==> config.mk <==
export PLATFORM = sky130hd
export DESIGN_NAME = packet_receiver
export DESIGN_NICKNAME = d
export VERILOG_FILES = /design/src/rtl/packet_receiver_pkg.sv /design/src/rtl/packet_receiver_sat_counter16.sv /design/src/rtl/packet_receiver.sv
export SDC_FILE = /design/constraint.sdc
export NUM_CORES = 1
export LEC_CHECK = 0
export CAP_MARGIN = 30
export CORE_MARGIN = 1
export CORE_UTILIZATION = 41
export CTS_CLUSTER_SIZE = 20
export DETAILED_ROUTE_END_ITERATION = 16
export GPL_TIMING_DRIVEN = 0
export PLACE_DENSITY = 0.7
export SYNTH_ARGS = -nofsm -noshare
export SYNTH_HDL_FRONTEND = slang
export SYNTH_SLANG_ARGS = --single-unit
export TNS_END_PERCENT = 5
==> constraint.sdc <==
create_clock -name clk -period 3.8 [get_ports clk]
set_input_delay 0.76 -clock clk [delete_from_list [all_inputs] [get_ports clk]]
set_output_delay 0.76 -clock clk [all_outputs]
set_load 0.05 [all_outputs]
==> src/rtl/packet_receiver_pkg.sv <==
`timescale 1ns/1ps
`default_nettype none
// ============================================================================
//  Module   : packet_receiver_pkg
//  Brief    : Shared flag layout, state encodings and helpers for the
//             packet_sender / packet_receiver pair.
//  Revision : 1.0  initial release
// ============================================================================
package packet_receiver_pkg;

    // Sideband flag layout carried alongside every 32-bit word
    localparam int FLAG_SOF     = 0;
    localparam int FLAG_EOF     = 1;
    localparam int FLAG_OCC_LSB = 2;
    localparam int FLAG_OCC_MSB = 3;

    localparam int WORD_W  = 32;
    localparam int FLAG_W  = 4;
    localparam int IDX_W   = 8;
    localparam int CNT_W   = 16;

    // Receiver state encoding
    typedef enum logic [1:0] {
        ST_IDLE = 2'd0,
        ST_RECV = 2'd1,
        ST_DROP = 2'd2
    } rx_state_t;

    // Occupancy of the last word; 0 means all four bytes are valid
    function automatic logic [1:0] occ_of(input logic [FLAG_W-1:0] flags);
        return flags[FLAG_OCC_MSB:FLAG_OCC_LSB];
    endfunction

endpackage
`default_nettype wire

==> src/rtl/packet_receiver_sat_counter16.sv <==
`timescale 1ns/1ps
`default_nettype none
// ============================================================================
//  Module   : sat_counter16
//  Brief    : 16-bit up counter that adds 0..3 per cycle and sticks at
//             16'hFFFF instead of wrapping.
//  Revision : 1.0  initial release
// ============================================================================
module sat_counter16 (
    input  logic        clk,
    input  logic        reset,
    input  logic [1:0]  inc,
    output logic [15:0] count
);

    logic [16:0] sum;

    assign sum = {1'b0, count} + {15'd0, inc};

    // Accumulate, clamping at all-ones when the add carries out
    always_ff @(posedge clk or negedge reset) begin
        if (!reset) begin
            count <= 16'd0;
        end else if (sum[16]) begin
            count <= 16'hFFFF;
        end else begin
            count <= sum[15:0];
        end
    end

endmodule
`default_nettype wire

==> src/rtl/packet_receiver.sv <==
`timescale 1ns/1ps
`default_nettype none
// ============================================================================
//  Module   : packet_receiver
//  Brief    : Consumes framed words from an upstream FIFO, checks that each
//             packet carries the incrementing pattern 0,1,2,... with the
//             expected length and full last word, and counts good and bad
//             packets.
//  Revision : 1.0  initial release
// ============================================================================
module packet_receiver
    import packet_receiver_pkg::*;
(
    input  logic        clk,
    input  logic        reset,
    input  logic [31:0] rd_data_i,
    input  logic [3:0]  rd_flags_i,
    input  logic        rd_src_rdy_i,
    output logic        rd_dst_rdy_o,
    input  logic [7:0]  packet_size_i,
    input  logic        stall_i,
    output logic        pkt_done_o,
    output logic        pkt_ok_o,
    output logic [15:0] pkt_count_o,
    output logic [15:0] err_count_o
);

    rx_state_t   state;
    rx_state_t   next_state;

    logic [7:0]  word_idx;
    logic [7:0]  size_q;
    logic        bad;

    // A second close queued behind the one being reported this cycle
    logic        pend_valid;
    logic        pend_ok;

    logic        xfer;
    logic        sof;
    logic        eof;
    logic [1:0]  occ;
    logic        data_match;
    logic        start_ok;
    logic        recv_ok;

    logic        first_valid;
    logic        first_ok;
    logic        second_valid;
    logic        second_ok;
    logic        framing_err;

    logic        emit_valid;
    logic        emit_ok;
    logic        store_valid;
    logic        store_ok;

    logic [1:0]  good_inc;
    logic [1:0]  err_inc;

    assign rd_dst_rdy_o = reset & ~stall_i;
    assign xfer         = rd_src_rdy_i & rd_dst_rdy_o;
    assign sof          = rd_flags_i[FLAG_SOF];
    assign eof          = rd_flags_i[FLAG_EOF];
    assign occ          = occ_of(rd_flags_i);
    assign data_match   = (rd_data_i == {24'd0, word_idx});

    // A packet that opens and ends on the same word: pattern word 0, length 1
    assign start_ok = (rd_data_i == 32'd0) && (packet_size_i == 8'd1) && (occ == 2'd0);

    // Final word of a packet in progress; index 255 means a 256th word
    assign recv_ok  = ~bad && data_match && (word_idx != 8'hFF)
                      && ((word_idx + 8'd1) == size_q) && (occ == 2'd0);

    // State register
    always_ff @(posedge clk or negedge reset) begin
        if (!reset) begin
            state <= ST_IDLE;
        end else begin
            state <= next_state;
        end
    end

    // Next-state decode; only accepted words move the machine
    always_comb begin
        next_state = state;
        if (xfer) begin
            case (state)
                ST_IDLE: begin
                    if (eof)      next_state = ST_IDLE;
                    else if (sof) next_state = ST_RECV;
                    else          next_state = ST_DROP;
                end
                ST_RECV: begin
                    if (eof)      next_state = ST_IDLE;
                    else          next_state = ST_RECV;
                end
                ST_DROP: begin
                    if (eof)      next_state = ST_IDLE;
                    else if (sof) next_state = ST_RECV;
                    else          next_state = ST_DROP;
                end
                default:          next_state = ST_IDLE;
            endcase
        end
    end

    // Close and error decode for the word being accepted this cycle
    always_comb begin
        first_valid  = 1'b0;
        first_ok     = 1'b0;
        second_valid = 1'b0;
        second_ok    = 1'b0;
        framing_err  = 1'b0;
        if (xfer) begin
            case (state)
                ST_IDLE: begin
                    if (sof && eof) begin
                        first_valid = 1'b1;
                        first_ok    = start_ok;
                    end else if (!sof) begin
                        framing_err = 1'b1;
                    end
                end
                ST_RECV: begin
                    if (sof) begin
                        // Interrupted packet is bad; a SOF+EOF word then
                        // closes its own one-word packet one cycle later
                        first_valid  = 1'b1;
                        first_ok     = 1'b0;
                        second_valid = eof;
                        second_ok    = start_ok;
                    end else if (eof) begin
                        first_valid = 1'b1;
                        first_ok    = recv_ok;
                    end
                end
                ST_DROP: begin
                    if (sof && eof) begin
                        first_valid = 1'b1;
                        first_ok    = start_ok;
                    end
                end
                default: ;
            endcase
        end

        // Only one close is reported per cycle; a queued one goes first
        if (pend_valid) begin
            emit_valid  = 1'b1;
            emit_ok     = pend_ok;
            store_valid = first_valid;
            store_ok    = first_ok;
        end else begin
            emit_valid  = first_valid;
            emit_ok     = first_ok;
            store_valid = second_valid;
            store_ok    = second_ok;
        end

        good_inc = {1'b0, emit_valid & emit_ok};
        err_inc  = {1'b0, emit_valid & ~emit_ok} + {1'b0, framing_err};
    end

    // Packet tracking registers and close reporting
    always_ff @(posedge clk or negedge reset) begin
        if (!reset) begin
            word_idx   <= 8'd0;
            size_q     <= 8'd0;
            bad        <= 1'b0;
            pend_valid <= 1'b0;
            pend_ok    <= 1'b0;
            pkt_done_o <= 1'b0;
            pkt_ok_o   <= 1'b0;
        end else begin
            pkt_done_o <= emit_valid;
            if (emit_valid) begin
                pkt_ok_o <= emit_ok;
            end
            pend_valid <= store_valid;
            pend_ok    <= store_ok;

            if (xfer) begin
                if (sof) begin
                    word_idx <= 8'd1;
                    size_q   <= packet_size_i;
                    bad      <= (rd_data_i != 32'd0);
                end else if (state == ST_RECV) begin
                    word_idx <= word_idx + 8'd1;
                    bad      <= bad | ~data_match | (word_idx == 8'hFF);
                end
            end
        end
    end

    sat_counter16 u_pkt_cnt (
        .clk   (clk),
        .reset (reset),
        .inc   (good_inc),
        .count (pkt_count_o)
    );

    sat_counter16 u_err_cnt (
        .clk   (clk),
        .reset (reset),
        .inc   (err_inc),
        .count (err_count_o)
    );

endmodule
`default_nettype wire

# After elaboration in Yosys (flattened, before gate mapping)
# Index checks and enable logic that the tools add are counted.
[totals]
register_bits = 55
output_inout_bits = 35
elab_cells = 80
[op_classes]
n_eq_ne = 7
add_sub_neg = 4
n_mux = 34
reduce_logical = 15
bitwise = 10
[ops]
columns = ["operator", "count"]
rows = [
  ["equality test 32 x 8 -> 1 bit", 1],
  ["zero test 32 bit", 1],
  ["two-way mux 16 bit", 2],
  ["nonzero test 32 bit", 1],
  ["two-way mux 1 bit", 25],
  ["adder 16 x 1 -> 17 bit", 1],
  ["adder 16 x 2 -> 17 bit", 1],
  ["two-way mux 8 bit", 2],
  ["adder 8 x 1 -> 8 bit (second input constant)", 1],
  ["equality test 8 x 1 -> 1 bit (second input constant)", 1],
  ["equality test 8 bit", 1],
  ["equality test 8 bit (second input constant)", 1],
  ["inequality test 8 bit (second input constant)", 1],
  ["logical AND 1 bit", 7],
  ["bitwise AND 1 bit", 4],
  ["zero test 2 bit", 2],
  ["two-way mux 2 bit", 2],
  ["inverter 1 bit", 4],
  ["one-hot mux 1 bit (2 select lines)", 2],
  ["one-hot mux 2 bit (2 select lines)", 1],
  ["AND reduction 2 bit", 2],
  ["adder 1 x 1 -> 2 bit", 1],
  ["equality test 2 x 1 -> 1 bit (second input constant)", 1],
  ["equality test 2 bit (second input constant)", 1],
  ["other kinds (3)", 4],
]

# Logic depth before layout (Yosys ltp)
# Gate-level depths: netlist (run 1).
[logic_depth]
ltp_word = 15
ltp_mapped = 15

# By module
# From an unflattened synthesis (run 1), not the netlist that was laid out.
[hier_totals]
cells_unflattened = 360
hier_area_um2 = 3427.0
[by_module_without_submodules]
columns = ["module", "cells_each", "n_inst", "seq_area_each_um2", "area_each_um2"]
rows = [
  ["packet_receiver", 202, 1, 575.6, 1752.9],
  ["sat_counter16", 79, 2, 400.4, 837.1],
]

# Worst setup path before layout (run 1)
# No wires, ideal clock.
[synth_timing]
kind = "input -> register"
from = "in reset"
to = "reg u_err_cnt.count[11]"
setup_ns = 0.070
path_stages = 14
path_slack_ns = -0.400
path_buffers = 1
arrival_ns = 4.130
path_cell_list = "nor2b_1 nand2_1 a21oi_1 inv_1 a211o_1 mux2i_1 fa_1 ha_1 and4_1 and4_4 nand2_1 or3_4 buf_6 nand3_1"
[synth_between]
elab_chain_cells = 9
[synth_lines]
columns = ["item", "line", "rtl"]
rows = [
  ["start: declaration", "packet_receiver.sv:15", "input logic reset,"],
  ["bitwise AND 1 bit (*)", "packet_receiver.sv:61", "assign rd_dst_rdy_o = reset & ~stall_i;"],
  ["bitwise AND 1 bit (*)", "packet_receiver.sv:62", "assign xfer = rd_src_rdy_i & rd_dst_rdy_o;"],
  ["two-way mux 1 bit", "packet_receiver.sv:115", "if (xfer) begin"],
  ["two-way mux 1 bit", "packet_receiver.sv:149", "if (pend_valid) begin"],
  ["inverter 1 bit", "packet_receiver.sv:162", "err_inc = {1'b0, emit_valid & ~emit_ok} + {1'b0, framing_err};"],
  ["bitwise AND 1 bit", "packet_receiver.sv:162", ""],
  ["adder 1 x 1 -> 2 bit (*)", "packet_receiver.sv:162", ""],
  ["adder 16 x 2 -> 17 bit (*)", "packet_receiver_sat_counter16.sv:18", "assign sum = {1'b0, count} + {15'd0, inc};"],
  ["two-way mux 16 bit (*)", "packet_receiver_sat_counter16.sv:24", "end else if (sum[16]) begin"],
  ["end signal: assignment", "packet_receiver_sat_counter16.sv:27", "count <= sum[15:0];"],
  ["end: declaration", "packet_receiver_sat_counter16.sv:13", "output logic [15:0] count"],
]
# Mark *: on every way between the ends. The rest lies on a longest branch, timed or not.
# A chain may end at the register's enable or synchronous reset.

# Final worst setup path (run 1)
[layout_timing]
from = "in rd_data_i[19]"
to = "reg u_err_cnt.count[11]"
[layout_between]
elab_chain_cells = 15
[layout_lines]
columns = ["item", "line", "rtl"]
rows = [
  ["start: declaration", "packet_receiver.sv:16", "input logic [31:0] rd_data_i,"],
  ["equality test 32 x 8 -> 1 bit", "packet_receiver.sv:66", "assign data_match = (rd_data_i == {24'd0, word_idx});"],
  ["logical AND 1 bit (2 in series)", "packet_receiver.sv:72", "assign recv_ok = ~bad && data_match && (word_idx != 8'hFF)"],
  ["logical AND 1 bit (2 in series)", "packet_receiver.sv:73", "&& ((word_idx + 8'd1) == size_q) && (occ == 2'd0);"],
  ["two-way mux 1 bit", "packet_receiver.sv:133", "end else if (eof) begin"],
  ["two-way mux 1 bit", "packet_receiver.sv:126", "if (sof) begin"],
  ["one-hot mux 1 bit (2 select lines) (*)", "packet_receiver.sv:116", "case (state)"],
  ["two-way mux 1 bit (*)", "packet_receiver.sv:115", ""],
  ["two-way mux 1 bit (*)", "packet_receiver.sv:149", ""],
  ["inverter 1 bit (*)", "packet_receiver.sv:162", ""],
  ["bitwise AND 1 bit (*)", "packet_receiver.sv:162", ""],
  ["adder 1 x 1 -> 2 bit (*)", "packet_receiver.sv:162", ""],
  ["adder 16 x 2 -> 17 bit (*)", "packet_receiver_sat_counter16.sv:18", ""],
  ["two-way mux 16 bit (*)", "packet_receiver_sat_counter16.sv:24", ""],
]
# Marks and branches as above.

==> results.sh, run 1 <==
export IMPL_peakVddDrop_mv=0.2576
export IMPL_slew_headroom_pct=60.61
export IMPL_wl_met2_um=3677
export IMPL_seq_area_um2=1378
export IMPL_synth_seq_cells=55
export IMPL_drt_pass1_iterations=5
export IMPL_synthCells=317
export IMPL_drv_cap=0
export IMPL_p_leak_nw=2.083
export IMPL_die_w_um=88.42
export IMPL_insertedDiodeCount=0
export IMPL_dieArea_um2=7817
export IMPL_clock_latency_ns=0.30
export IMPL_routed_via_density=5.217
export IMPL_final_layout_size_suffix_gt1_share_pct=19.48
export IMPL_grt_pass1_vias=2596
export IMPL_synth_edf_count=0
export IMPL_fmax_ghz=0.2688
export IMPL_multi_input_area_um2=1739
export IMPL_vias=2713
export IMPL_design_portCount=83
export IMPL_wl_met1_um=3199
export IMPL_die_h_um=88.42
export IMPL_min_period_ns=3.720
export IMPL_drc=0
export IMPL_cp_startpoint="rd_data_i[19]"
export IMPL_cp_start_kind="input pin"
export IMPL_grt_max_degree=34
export IMPL_hpwl_um=5209
export IMPL_path_clk_slew_ns=0.09
export IMPL_drtIter0Drc=88
export IMPL_worstPathRequired_ns=3.99
export IMPL_tightest_slew_ns=0.5869
export IMPL_hp_class="in -> async"
export IMPL_p_per_area_nw_per_um2=343.0
export IMPL_n_fill_cell=642
export IMPL_antenna_found_initial=0
export IMPL_gr_usage_all_layers_pct=19.50
export IMPL_maxUsedRoutingLayer="met4"
export IMPL_cp_max_fo=5
export IMPL_yosysSeqAreaShare_pct=44.95
export IMPL_async_flop_share_pct=100.0
export IMPL_critical_path_class="in -> reg"
export IMPL_grt_first_pass_wirelength_um=11700
export IMPL_start_util_pct=42.21
export IMPL_period_share_pct=97.90
export IMPL_fin_util_pct=61.20
export IMPL_holdWs_ns=0.2978
export IMPL_cts_tree="yes"
export IMPL_reg2reg_slack_ns=0.20
export IMPL_synthesis_nets=370
export IMPL_grt_remaining_overflow=0
export IMPL_ys_warn_count=0
export IMPL_dr_wl_met3_um=525
export IMPL_setup_violations=0
export IMPL_cts_made_buffers=5
export IMPL_wire_per_inst_um=14.42
export IMPL_ff2ff_path_depth=15
export IMPL_r2r_start="word_idx[1]"
export IMPL_htreeDepth=2
export IMPL_cp_end_kind="register"
export IMPL_postRouteWirelength_um=7496
export IMPL_ant_nets=0
export IMPL_r2r_end="u_err_cnt.count[5]"
export IMPL_clockBufferDepth=2
export IMPL_ys_flop_type="dfrtp_1"
export IMPL_gp_congestion=0.8281
export IMPL_avgSynthCellArea_um2=9.658
export IMPL_cp_arrival_ns=3.91
export IMPL_clock_skew_ns=0.003312
export IMPL_hold_violations=0
export IMPL_io_buffers=81
export IMPL_num_rows=31
export IMPL_syn2layout_area_growth_pct=44.99
export IMPL_nets=473
export IMPL_maxSlewViolCount=0
export IMPL_core_area_um2=7253
export IMPL_cts_root_buf="clkbuf_8"
export IMPL_outcome="finished, final reports clean"
export IMPL_endpoint="u_err_cnt.count[11]"
export IMPL_synth_distinct_cells=54
export IMPL_cts_sinks=55
export IMPL_syn_area_um2=3062
-- area by class of cell --
class	count	share of cell area [%]
multi-input combinational	248	39.18
sequential	55	31.03
timing repair buffer	96	22.69
tap	99	2.790
clock buffer	7	1.945
buffer	10	1.832
inverter	4	0.3382
clock inverter	1	0.1973
-- metrics by stage --
stage,power [mW],TNS (ns),area [um2],cells,worst slack [ns]
2_1_floorplan,1.003,0,3069,317,0.1671
3_3_place_gp,1.165,-90.56,4004,497,-2.607
3_5_place_dp,1.177,-16.34,4019,498,-0.6347
4_1_cts,1.534,0,4285,516,0.008385
5_1_grt,1.602,-0.7929,4439,520,-0.07879
6_report,1.523,0,4439,520,0.07973
-- how the worst min path moves through the flow --
stage | end | slack, ns
final | word_idx[4] | 0.30
after global routing | word_idx[4] | 0.30
after CTS | word_idx[4] | 0.35
after detailed placement | size_q[5] | 0.52
after global placement | bad | 0.50
after floorplan | bad | 0.45
-- critical path, stage by stage --
cell and delay, ns:
clkdlybuf4s50_1 0.43, nor4_2 0.30, nand2_1 0.16, nor3_2 0.21, nor4bb_4 0.35, a211o_1 0.20
mux2i_2 0.09, fa_2 0.40, ha_4 0.18, and4_4 0.19, and4_4 0.21, nand2_4 0.08
or3_4 0.16, buf_8 0.11, nand3_1 0.06
-- logic make-up after synthesis --
logic type               after synthesis  synth area share [%]
AND/OR/NAND/NOR                      145                 25.21
multiplexers                          12                 4.373
AO/OA/AOI/OAI                         49                 9.563
adder cells (fa/ha/maj)                6                 2.656
buffers and inverters                 14                 2.697
flip-flops                            55                 44.95
XOR/XNOR                              36                 10.54
-- sequential cells by signal, indices dropped and copies added, names as in the netlist --
register	flops
bad	1
pkt_done_o	1
pkt_ok_o	1
state	2
u_pkt_cnt.count	16
size_q	8
u_err_cnt.count	16
pend_ok	1
word_idx	8
pend_valid	1
-- cells in the final DEF (no fill, tap or decap), drive strengths merged, types with 2 or more instances in the layout --
cell type / n
nor2: 22
mux2: 11
nand2b: 7
nand3: 18
nor3: 6
or3: 3
a22o: 2
or2: 2
clkdlybuf4s50: 59
o21ai: 21
ha: 4
nor4b: 3
xnor2: 14
a21oi: 10
a31oi: 4
xor2: 22
and4: 5
dfrtp: 55
buf: 23
nor4: 12
nand4: 6
inv: 4
nand2: 46
and3: 5
nor2b: 5
clkbuf: 10
dlymetal6s2s: 21
and2: 3
o31ai: 4
-- cells in the mapped netlist (6+ instances only) --
master     n  share of area (%)
o21ai_0   18                2.9
a21oi_1   10                1.6
nand2_1   45                5.5
dfrtp_1   55                 45
nand2b_1   7                1.4
nor4_1    10                2.0
xor2_1    21                6.0
nand4_1    6                1.2
nand3_1   18                2.9
xnor2_1   14                4.0
nor2_1    22                2.7
mux2_2    11                4.0
-- power by group --
group	internal (mW)	switching, mW
clock	0.150	0.187
sequential	0.649	0.0643
combinational	0.213	0.259
total	1.01	0.511
-- metal layers --
metal	GRT usage, %	vias to the layer above
met5	0	-
met4	5.718	0
met3	4.664	10
met2	33.29	83
met1	24.63	1299
li1	-	1321
-- what timing repair did --
action,in CTS,in global routing
gates cloned,0,1
buffers inserted,10,3
pin swaps,11,22
hold buffers,0,0
setup endpoints to repair,29,32
gates resized for setup,22,35
(Power assumes the default switching activity.)
==> run 2: changes to the inputs <==
Settings changed: CTS_CLUSTER_SIZE 20 to 16, MAX_ROUTING_LAYER from default to met4.
Clock period 3.8 ns to 3.9 ns, I/O delays scaled along.
==> results.sh, run 2 (same netlist as run 1, synthesis figures left out) <==
export IMPL_die_w_um=88.42
export IMPL_hpwl_um=5268
export IMPL_peakVddDrop_mv=0.2814
export IMPL_hp_class="in -> async"
export IMPL_reg2reg_slack_ns=0.21
export IMPL_dieArea_um2=7817
export IMPL_grt_first_pass_wirelength_um=11360
export IMPL_min_period_ns=3.758
export IMPL_start_util_pct=42.21
export IMPL_grt_remaining_overflow=0
export IMPL_holdWs_ns=0.3505
export IMPL_cp_end_kind="register"
export IMPL_cts_tree="yes"
export IMPL_num_rows=31
export IMPL_final_layout_size_suffix_gt1_share_pct=15.44
export IMPL_final_cell_mix="clkdlybuf4s50_1, dfrtp_1, nand2_1"
export IMPL_top_regs="u_err_cnt.count x16, u_pkt_cnt.count x16"
export IMPL_slew_headroom_pct=58.94
export IMPL_insertedDiodeCount=0
export IMPL_hold_violations=0
export IMPL_clockBufferDepth=2
export IMPL_r2r_start="word_idx[1]"
export IMPL_core_area_um2=7253
export IMPL_die_h_um=88.42
export IMPL_drc=0
export IMPL_design_portCount=83
export IMPL_maxSlewViolCount=0
export IMPL_use_met3_pct=4.291
export IMPL_nets=460
export IMPL_drv_cap=0
export IMPL_final_common_cell="clkdlybuf4s50_1"
export IMPL_drt_pass1_iterations=4
export IMPL_ant_nets=0
export IMPL_cts_root_buf="clkbuf_8"
export IMPL_clock_latency_ns=0.30
export IMPL_p_per_area_nw_per_um2=346.6
export IMPL_grt_setup_unrepaired="yes"
export IMPL_path_clk_slew_ns=0.09
export IMPL_grt_use_met2_pct=32.17
export IMPL_io_buffers=81
export IMPL_cts_sinks=55
export IMPL_cp_start_kind="input pin"
export IMPL_clock_skew_ns=0.006416
export IMPL_antenna_found_initial=0
export IMPL_grt_util_met1_pct=23.94
export IMPL_tightest_slew_ns=0.6118
export IMPL_worstPathRequired_ns=4.14
export IMPL_grt_busiest_layer="met2"
export IMPL_period_share_pct=96.37
export IMPL_r2r_end="u_err_cnt.count[11]"
export IMPL_syn2layout_area_growth_pct=38.58
export IMPL_vias=2673
export IMPL_wire_per_inst_um=14.05
export IMPL_htreeDepth=2
export IMPL_ff2ff_path_depth=15
export IMPL_gp_congestion=0.8396
export IMPL_p_leak_nw=1.846
export IMPL_drtIter0Drc=122
export IMPL_cp_max_fo=10
export IMPL_fmax_ghz=0.2661
export IMPL_critical_path_class="in -> reg"
export IMPL_cp_arrival_ns=4.00
export IMPL_fin_util_pct=58.50
export IMPL_hold_buffers=0
export IMPL_setup_violations=0
export IMPL_postRouteWirelength_um=7125
export IMPL_cts_made_buffers=5
export IMPL_grt_max_degree=39
export IMPL_grt_pass1_vias=2526
export IMPL_routed_via_density=5.272
export IMPL_gr_usage_all_layers_pct=19.22
export IMPL_outcome="finished, final reports clean"
## run 2: cell types whose count changed in the layout (fill, tap and decap cells not counted), moves of 2 or more
cell | before | now
buf_4 | 16 | 6
nor4_1 | 3 | 5
nor4_2 | 9 | 7
clkdlybuf4s50_1 | 59 | 74
dlymetal6s2s_1 | 21 | 6
## run 2: timing repair
action / in CTS / in global routing
endpoints found under the hold margin: 0 / 0
buffers inserted: 1 / 1
resized for setup: 16 / 16
setup endpoints to repair: 27 / 27
pin swaps: 7 / 9
## run 2: layout make-up
cell class	count	area, um2
Clock buffer	7	86.33
Inverter	4	15.01
Multi-Input combinational cell	248	1707
Sequential cell	55	1376
Clock inverter	1	8.758
Timing Repair Buffer	84	858.3
Fill cell	662	3010
Tap cell	99	123.9
Buffer	9	67.56
## run 2: metal layers
| layer | part of all wire, % | vias to the layer above |
|---|---|---|
| li1 | - | 1295 |
| met1 | 45 | 1295 |
| met2 | 47 | 79 |
| met3 | 7.4 | 4 |
| met4 | 0.56 | 0 |
| met5 | 0 | - |
## run 2: worst max path at each step
stage                              from                   to  slack [ns]
after floorplan                   reset  u_err_cnt.count[11]        0.02
after global placement            reset  u_err_cnt.count[11]       -2.55
after detailed placement  rd_data_i[20]   u_pkt_cnt.count[6]       -0.62
after CTS                 rd_data_i[27]   u_pkt_cnt.count[6]      0.0005
after global routing       rd_data_i[1]  u_err_cnt.count[11]      -0.002
final                      rd_data_i[1]  u_err_cnt.count[11]        0.14
## run 2: power by group
| part | switching, mW | internal [mW] |
|---|---|---|
| clock | 0.179 | 0.146 |
| combinational | 0.247 | 0.204 |
| sequential | 0.0629 | 0.631 |
| total | 0.489 | 0.982 |
## run 2: per-stage QoR
| stage | area (um2) | total power, mW | setup TNS, ns | worst slack [ns] | cells |
|---|---|---|---|---|---|
| finish | 4243 | 1.471 | 0 | 0.1417 | 507 |
| global route | 4243 | 1.551 | -0.002099 | -0.002099 | 507 |
| CTS | 4184 | 1.483 | 0 | 0.0005480 | 507 |
| detailed placement | 4014 | 1.145 | -15.16 | -0.6243 | 498 |
| global placement | 3999 | 1.133 | -86.95 | -2.546 | 497 |
| floorplan | 3064 | 0.9773 | 0 | 0.02230 | 317 |
## run 2: worst max-delay path, stage by stage
cell and delay [ns]:
clkdlybuf4s50_1 0.51, xor2_1 0.15, nor3_1 0.07, and4_1 0.18
nor4bb_4 0.18, a211o_1 0.34, mux2i_2 0.21, fa_2 0.27
ha_4 0.15, and4_4 0.25, and4_4 0.25, nand2_2 0.08
or3_4 0.37, buf_8 0.15, nand3_1 0.06
